`config.mk`:
```
export PLATFORM = sky130hd
export DESIGN_NAME = sync_fifo_ctrl
export DESIGN_NICKNAME = d
export VERILOG_FILES = /design/src/rtl/sync_fifo_ctrl.sv
export SDC_FILE = /design/constraint.sdc
export NUM_CORES = 1
export LEC_CHECK = 0
export ABC_AREA = 1
export CORE_MARGIN = 4
export CORE_UTILIZATION = 54
export CTS_CLUSTER_SIZE = 10
export DETAILED_ROUTE_END_ITERATION = 8
export PLACE_DENSITY = 0.74
export SYNTH_ARGS = -nofsm -noshare
export SYNTH_HDL_FRONTEND = slang
export SYNTH_SLANG_ARGS = --single-unit
```
`constraint.sdc`:
```
create_clock -name clk -period 2.4 [get_ports clk]
set_clock_uncertainty 0.2 [all_clocks]
set_input_delay 0.48 -clock clk [delete_from_list [all_inputs] [get_ports clk]]
set_output_delay 0.48 -clock clk [all_outputs]
set_load 0.1 [all_outputs]
```
`src/rtl/sync_fifo_ctrl.sv`:
```
// Single-clock FIFO with registered status flags, programmable almost-full/almost-empty
// thresholds, sticky overflow/underflow errors and a standard or first-word-fall-through read port.
module sync_fifo_ctrl #(
    parameter int unsigned DATA_WIDTH    = 8,
    parameter int unsigned DEPTH         = 16,
    parameter int unsigned AFULL_THRESH  = DEPTH - 2,
    parameter int unsigned AEMPTY_THRESH = 2,
    parameter bit          FWFT          = 1'b0
) (
    input  logic                       clk,
    input  logic                       res_n,
    input  logic [DATA_WIDTH-1:0]      wr_data,
    input  logic                       wr_enable,
    output logic                       wr_busy_flag,
    input  logic                       rd_enable,
    output logic [DATA_WIDTH-1:0]      rd_data,
    output logic                       rd_valid,
    output logic                       rd_busy_flag,
    output logic [$clog2(DEPTH):0]     level,
    output logic                       almost_full,
    output logic                       almost_empty,
    output logic                       overflow,
    output logic                       underflow,
    input  logic                       err_clear
);

    localparam int unsigned AW = $clog2(DEPTH);
    localparam int unsigned LW = AW + 1;

    logic [DATA_WIDTH-1:0] mem [DEPTH];
    logic [AW-1:0]         wptr_q, rptr_q;
    logic [LW-1:0]         level_q, level_d;
    logic                  wr_busy_q, rd_busy_q, afull_q, aempty_q;
    logic                  ovf_q, ovf_d, unf_q, unf_d;
    logic                  wr_acc, rd_acc;

    // Acceptance uses the registered start-of-cycle full/empty flags.
    assign wr_acc = wr_enable & ~wr_busy_q;
    assign rd_acc = rd_enable & ~rd_busy_q;

    always_comb begin
        level_d = level_q + LW'(wr_acc) - LW'(rd_acc);
        ovf_d   = err_clear ? 1'b0 : ovf_q;
        unf_d   = err_clear ? 1'b0 : unf_q;
        if (wr_enable && wr_busy_q) begin
            ovf_d = 1'b1;
        end
        if (rd_enable && rd_busy_q) begin
            unf_d = 1'b1;
        end
    end

    always_ff @(posedge clk) begin
        if (!res_n) begin
            wptr_q    <= '0;
            rptr_q    <= '0;
            level_q   <= '0;
            wr_busy_q <= 1'b0;
            rd_busy_q <= 1'b1;
            afull_q   <= 1'b0;
            aempty_q  <= 1'b1;
            ovf_q     <= 1'b0;
            unf_q     <= 1'b0;
        end else begin
            if (wr_acc) begin
                wptr_q <= wptr_q + AW'(1);
            end
            if (rd_acc) begin
                rptr_q <= rptr_q + AW'(1);
            end
            level_q   <= level_d;
            wr_busy_q <= (level_d == LW'(DEPTH));
            rd_busy_q <= (level_d == '0);
            afull_q   <= (level_d >= LW'(AFULL_THRESH));
            aempty_q  <= (level_d <= LW'(AEMPTY_THRESH));
            ovf_q     <= ovf_d;
            unf_q     <= unf_d;
        end
    end

    // Storage is deliberately not reset.
    always_ff @(posedge clk) begin
        if (res_n && wr_acc) begin
            mem[wptr_q] <= wr_data;
        end
    end

    if (FWFT) begin : g_fwft
        assign rd_data  = rd_busy_q ? '0 : mem[rptr_q];
        assign rd_valid = ~rd_busy_q;
    end else begin : g_std
        logic [DATA_WIDTH-1:0] rd_data_q;
        logic                  rd_valid_q;

        always_ff @(posedge clk) begin
            if (!res_n) begin
                rd_data_q  <= '0;
                rd_valid_q <= 1'b0;
            end else begin
                rd_valid_q <= rd_acc;
                if (rd_acc) begin
                    rd_data_q <= mem[rptr_q];
                end
            end
        end

        assign rd_data  = rd_data_q;
        assign rd_valid = rd_valid_q;
    end

    assign wr_busy_flag = wr_busy_q;
    assign rd_busy_flag = rd_busy_q;
    assign level        = level_q;
    assign almost_full  = afull_q;
    assign almost_empty = aempty_q;
    assign overflow     = ovf_q;
    assign underflow    = unf_q;

endmodule
```
==> flow_summary.html <==
<table>
<tr><th>Metric</th><th>Value</th></tr>
<tr><th colspan="2">Outcome</th></tr>
<tr><td>Result of the run</td><td>finished, final reports clean</td></tr>
<tr><th colspan="2">Logic synthesis</th></tr>
<tr><td>Cells taking the most area after synthesis</td><td>edfxtp_1 60%, nand2_1 11%, dfxtp_1 8.7%</td></tr>
<tr><td>Top cells by count, synth</td><td>187 x nand2_1, 128 x edfxtp_1, 112 x nand3_1</td></tr>
<tr><td>Fraction of synthesized cell area taken by the top area cell type</td><td>0.595</td></tr>
<tr><td>Dominant cell type by area after synthesis</td><td>edfxtp_1</td></tr>
<tr><td>Synthesized instance count</td><td>slightly below 600</td></tr>
<tr><td>Mapped Area</td><td>roughly 6500 µm²</td></tr>
<tr><td>Number of register bits inferred by synthesis</td><td>between 150 and 200</td></tr>
<tr><td>Yosys warning count</td><td>0</td></tr>
<tr><td>Distinct cell type count after synthesis</td><td>20</td></tr>
<tr><td>Share of synthesized flip-flops with an asynchronous set or reset</td><td>0</td></tr>
<tr><td>Mapped Nets</td><td>slightly above 600</td></tr>
<tr><td>Most frequent cell after synthesis</td><td>nand2_1</td></tr>
<tr><td>Primary flip-flop cell chosen by synthesis mapping</td><td>edfxtp_1</td></tr>
<tr><td>Synthesized area divided by synthesized cell count</td><td>roughly 11 µm²</td></tr>
<tr><td>Number of enable-type register cells in the synthesized netlist</td><td>roughly 130</td></tr>
<tr><td>Seq/Total Area, Yosys</td><td>0.682</td></tr>
<tr><th colspan="2">Setup path</th></tr>
<tr><td>Worst endpoint data arrival time</td><td>approximately 2.4 ns</td></tr>
<tr><td>Maximum single-stage delay on the critical path</td><td>just under 0.4 ns</td></tr>
<tr><td>Critical Path Source Type</td><td>flop</td></tr>
<tr><td>Cell with the most instances on the worst path</td><td>inv_2</td></tr>
<tr><td>Worst setup EP type</td><td>flop</td></tr>
<tr><td>Setup Crit Path Kind</td><td>reg2reg</td></tr>
<tr><td>Crit path cell chain</td><td>nor2_4 &gt; inv_2 &gt; ha_1 &gt; inv_1 &gt; ha_2 &gt; fa_2 &gt; xnor2_2 &gt; inv_2 &gt; nor3_2 &gt; nand2_2 &gt; a21oi_2</td></tr>
<tr><td>Required time of the critical path</td><td>~2.6 ns</td></tr>
<tr><td>CP Max Fanout</td><td>3</td></tr>
<tr><td>Cell type of the slowest stage on the worst timing path</td><td>fa_2</td></tr>
<tr><th colspan="2">Placed design</th></tr>
<tr><td>Routability-driven placement congestion ratio</td><td>slightly below 0.9</td></tr>
<tr><td>Cell area after placement</td><td>between 6000 and 7000 µm²</td></tr>
<tr><td>Number of I/O port buffers</td><td>32</td></tr>
<tr><td>Half-perimeter wire length of the detailed placement result</td><td>8820 µm</td></tr>
<tr><th colspan="2">Detailed routing</th></tr>
<tr><td>Number of detailed-routing iterations run before antenna repair</td><td>5</td></tr>
<tr><td>Final routed wire length divided by cell count</td><td>about 17 µm</td></tr>
<tr><td>Remaining routing DRC violations</td><td>0</td></tr>
<tr><td>Iteration-0 DRC Markers</td><td>a little under 400</td></tr>
<tr><td>Via density per instance</td><td>roughly 5.4</td></tr>
<tr><td>DR vias</td><td>~4400</td></tr>
<tr><td>Antenna-violating nets left</td><td>0</td></tr>
<tr><td>Overall routed net length</td><td>between 10000 and 15000 µm</td></tr>
<tr><th colspan="2">GRT</th></tr>
<tr><td>Antenna violations before repair</td><td>0</td></tr>
<tr><td>Overall Global Routing Usage</td><td>0.207</td></tr>
<tr><td>Residual overflow from global routing</td><td>0</td></tr>
<tr><td>Pin count of the biggest net entering global routing</td><td>67</td></tr>
<tr><td>Global-route wire length before repair</td><td>~22000 µm</td></tr>
<tr><td>Vias in the first global route</td><td>4143</td></tr>
<tr><th colspan="2">Floorplan</th></tr>
<tr><td>Die Footprint</td><td>around 14000 µm²</td></tr>
<tr><td>Die Y</td><td>approximately 120 µm</td></tr>
<tr><td>Starting Density</td><td>0.558</td></tr>
<tr><td>Core area</td><td>roughly 12000 µm²</td></tr>
<tr><td>IO Pins</td><td>33</td></tr>
<tr><td># rows</td><td>39</td></tr>
<tr><td>Die width</td><td>117 µm</td></tr>
<tr><th colspan="2">Pwr</th></tr>
<tr><td>Overall power of the completed layout</td><td>8370 µW</td></tr>
<tr><td>IR Drop Worst-Case VDD</td><td>between 0.5 and 0.6 mV</td></tr>
<tr><td>LEAKAGE</td><td>just under 0.003 µW</td></tr>
<tr><td>Power Density</td><td>between 1000 and 1500 nW/µm²</td></tr>
<tr><th colspan="2">Timing</th></tr>
<tr><td>Finish-stage setup viols</td><td>0</td></tr>
<tr><td>Setup repair after global routing missed its margin</td><td>true</td></tr>
<tr><td>Final count of hold timing violations</td><td>0</td></tr>
<tr><td>Max Freq</td><td>approximately 440 MHz</td></tr>
<tr><td>Final count of pins violating max slew</td><td>0</td></tr>
<tr><td>Post-layout minimum cycle time</td><td>around 2.3 ns</td></tr>
<tr><td>Tcrit/Tclk final</td><td>0.948</td></tr>
<tr><td>Worst slew margin</td><td>0.560</td></tr>
<tr><td>Slew @ Worst Pin</td><td>~0.66 ns</td></tr>
<tr><td>Smallest hold slack</td><td>0.154 ns</td></tr>
<tr><th colspan="2">Clocking</th></tr>
<tr><td>Clock-pin slew on the worst setup and hold paths</td><td>approximately 0.06 ns</td></tr>
<tr><td>Number of hold buffers added after cts</td><td>0</td></tr>
<tr><td>Clock sinks</td><td>156</td></tr>
<tr><td>Clock tree from TritonCTS</td><td>built</td></tr>
<tr><td>CTS H-tree lvls</td><td>4</td></tr>
<tr><td>Root buf cell</td><td>clkbuf_16</td></tr>
<tr><td>Insertion delay to the later sink of the worst-skew pair</td><td>0.43 ns</td></tr>
<tr><td>Clk buf depth</td><td>2</td></tr>
<tr><td>Number of CTS-inserted buffers</td><td>17</td></tr>
<tr><th colspan="2">Layout</th></tr>
<tr><td>Antenna diode instance count</td><td>0</td></tr>
<tr><td>Ratio of cells with drive above 1 in the final layout</td><td>0.157</td></tr>
<tr><td>P&amp;R area growth vs syn</td><td>17.3%</td></tr>
<tr><td>Post-route design area</td><td>around 7600 µm²</td></tr>
<tr><td>Final Net Count</td><td>roughly 670</td></tr>
<tr><th colspan="2">Hold path</th></tr>
<tr><td>Path class of the lowest-slack min-delay path</td><td>in2reg</td></tr>
<tr><th colspan="2">Job</th></tr>
<tr><td>MaxCap Viol Count</td><td>0</td></tr>
</table>
## cell usage in the layout (no fill, tap or decap), types with 2 or more instances in the layout
master / count
dfxtp_4: 2
nor2_1: 38
buf_4: 50
bufinv_16: 3
nand2_2: 2
inv_2: 10
nor2_4: 2
ha_1: 9
clkbuf_16: 17
clkinv_2: 4
buf_12: 2
dfxtp_1: 24
xnor2_2: 2
clkdlybuf4s50_1: 10
inv_1: 20
edfxtp_1: 128
xnor2_1: 2
o21ai_1: 5
clkinv_1: 3
dfxtp_2: 2
a21oi_1: 12
nand3_1: 112
nand2_1: 185
## worst paths after layout
check | start | end | slack (ns) | cells after the start
max | wr_busy_flag$_SDFF_PN0_ | rd_busy_flag$_SDFF_PN1_ | 0.13 | 11
min | rd_enable | underflow$_SDFFE_PN0P_ | 0.15 | 3
max reg2reg | wr_busy_flag$_SDFF_PN0_ | rd_busy_flag$_SDFF_PN1_ | 0.13 | 11
min reg2reg | underflow$_SDFFE_PN0P_ | underflow$_SDFFE_PN0P_ | 0.27 | 2
## cell type report
type	instances	area, µm²
fill	856	3990
sequential	156	4410
multi-input combinational	378	1770
tap	143	179
clock buffer	18	429
inverter	31	119
clock inverter	11	129
timing repair buffer	64	537
## critical path, delay by kind of cell (launching register included)
family                     cells  cell delay, ns
buffers and inverters          3            0.16
AOI/OAI and AO/OA              1            0.14
xor gates and xnor gates       1            0.19
DFF                            1            0.35
and+or+nand+nor                3            0.33
adders and majority gates      3            0.83
## per-layer routing
| layer | vias up | wire length [µm] | GRT usage |
|---|---|---|---|
| li1 | 2123 | - | - |
| met1 | 2033 | 5620 | 0.268 |
| met2 | 172 | 6580 | 0.330 |
| met3 | 27 | 1130 | 0.0597 |
| met4 | 0 | 297 | 0.0843 |
| met5 | - | 0 | 0 |
## cells by family after synthesis
family	after synthesis	synth area share
xor+xnor	5	0.00678
flops	156	0.682
simple gates	344	0.223
fa+ha+maj	11	0.0225
compound gates	18	0.0139
buf+inv	60	0.0521
## registers in the layout (all words and copies together) (netlist names)
signal	flops
almost_empty	1
almost_full	1
level	5
mem	128
overflow	1
rd_busy_flag	1
rd_data	8
rd_valid	1
rptr_q	4
underflow	1
wptr_q	4
wr_busy_flag	1
## where the power goes
group	switching, µW	leakage [µW]	total, µW	internal, µW
registers	99.2	0.00139	3200	3100
clock network	974	0.000274	2570	1590
logic	1840	0.00131	2600	767
## metrics by stage
step,instances,util,worst slack [ns],setup TNS [ns]
floorplan,594,-,0.00728,0
global placement,771,0.604,-0.484,-2.71
detailed placement,771,0.604,-0.575,-3.30
CTS,801,0.653,0.0290,0
global route,801,0.655,-0.0327,-0.0621
finish,801,0.655,0.125,0
## repair_timing
| item | CTS | global route |
|---|---|---|
| buffers inserted | 1 | 0 |
| pin swaps | 3 | 3 |
| resized for setup | 4 | 6 |
| endpoints found under the setup margin | 4 | 3 |
Note: power is estimated with default switching activity, not from simulation.
==> RTL change: new RTL, same flow settings <==
Put one more register stage on the output `level`, without a reset. The value now appears one clock later. The other outputs are not delayed to match.
--- a/src/rtl/sync_fifo_ctrl.sv
+++ b/src/rtl/sync_fifo_ctrl.sv
@@ -111,5 +111,7 @@
     assign wr_busy_flag = wr_busy_q;
     assign rd_busy_flag = rd_busy_q;
-    assign level        = level_q;
+    always_ff @(posedge clk) begin
+        level <= level_q;
+    end
     assign almost_full  = afull_q;
     assign almost_empty = aempty_q;
Function: changed (Yosys sat finds a counterexample within 4 cycles, from zero or initial values).
==> RTL change against the unedited design <==
Routed wire length grew 4.2%. Cell count rose by 0.75%. Sequential cell count is 5 higher. Total power is 2.3% higher. Critical path depth rose by 3. Global-route usage rose by 0.66 points. Design area increased by 1.3%. Via count increased by 2.8%. Worst setup slack lost 0.0097 ns. Sequential power up 4%. Die area is 1.4% higher. Area after synthesis increased by 1.5%.
==> RTL change: results <==
export IMPL_placed_cell_area_um2=7040
export IMPL_outcome="complete, no violations"
export IMPL_grt_use_met1=0.296
export IMPL_r2r_end="almost_full$_SDFF_PN0_"
export IMPL_routedLengthMet1_um=6290
export IMPL_routed_via_density=5.55
export IMPL_drive_gt1_frac=0.152
export IMPL_design_area_um2=7680
export IMPL_wl_per_cell_um=17.6
export IMPL_hp_class="flip-flop to flip-flop"
export IMPL_nClkBuffers=19
export IMPL_finalWirelength_um=14200
export IMPL_wl_met3_um=930
export IMPL_buffer_area_frac=0.0663
export IMPL_dp_final_hpwl_um=8870
export IMPL_gp_congestion=0.869
export IMPL_sh_seq_area=0.588
export IMPL_slowest_stage="fa_2"
export IMPL_dr_wl_met2_um=6770
export IMPL_first_pass_iters=4
export IMPL_fin_hold_ws_ns=0.167
export IMPL_layout_nets=675
export IMPL_ctsResizeCount=10
export IMPL_dp_cells=773
export IMPL_synthXorXnorAreaFrac=0.00668
export IMPL_syn_cell_area_um2=6560
export IMPL_min_from="level_q[4]$_SDFF_PN0_"
export IMPL_nFillCells=857
export IMPL_grt_met2_usage=0.335
export IMPL_grt_pass1_vias=4302
export IMPL_synthAdderAreaFrac=0.0221
export IMPL_dr_first_iter_drc_count=440
export IMPL_synth_compound_area_frac=0.0137
export IMPL_grt_use_total=0.213
export IMPL_ys_top_cells_by_count="nand2_1, edfxtp_1, nand3_1"
export IMPL_seq_cell_count=161
export IMPL_pre_cts_ws_ns=-0.581
export IMPL_vdd_drop_max_mv=0.578
export IMPL_synth_area_top_cells="edfxtp_1, nand2_1, dfxtp_1"
export IMPL_critPathArrivalTime_ns=2.38
export IMPL_nNonClkBuffers=62
export IMPL_syn_area_per_cell_um2=10.9
export IMPL_largest_reg_flops=128
export IMPL_clockNetworkAreaShare=0.0720
export IMPL_min_path_cells=0
export IMPL_p_leak_nw=3.00
export IMPL_r2r_worst_path_cells=12
export IMPL_grt_util_met3=0.0501
export IMPL_multi_input_area_um2=1800
## RTL change: cell types whose count changed after synthesis
cell / change
xor2_1: +1
xnor2_1: -1
dfxtp_1: +5
## RTL change: power by group
part	internal [W]	leakage [nW]	switching, W
clock network	0.00151	0.269	0.00102
registers	0.00322	1.43	0.000108
logic	0.000784	1.30	0.00192
total	0.00551	3.00	0.00305
## RTL change: how the worst max path moves through the flow
stage	from	endpoint	slack, ns	cells past startpoint
floorplan	wr_enable	almost_full$_SDFF_PN0_	0.002	13
finish	wr_enable	almost_full$_SDFF_PN0_	0.12	14
global route	wr_enable	almost_full$_SDFF_PN0_	-0.01	14
global placement	wr_enable	almost_full$_SDFF_PN0_	-0.48	14
detailed placement	wr_enable	almost_full$_SDFF_PN0_	-0.58	14
CTS	rd_enable	almost_full$_SDFF_PN0_	0.05	12
## RTL change: cells by family after synthesis
family          after synthesis
buf+inv                      60
compound gates               18
fa+ha+maj                    11
xor+xnor                      5
simple gates                344
flops                       161
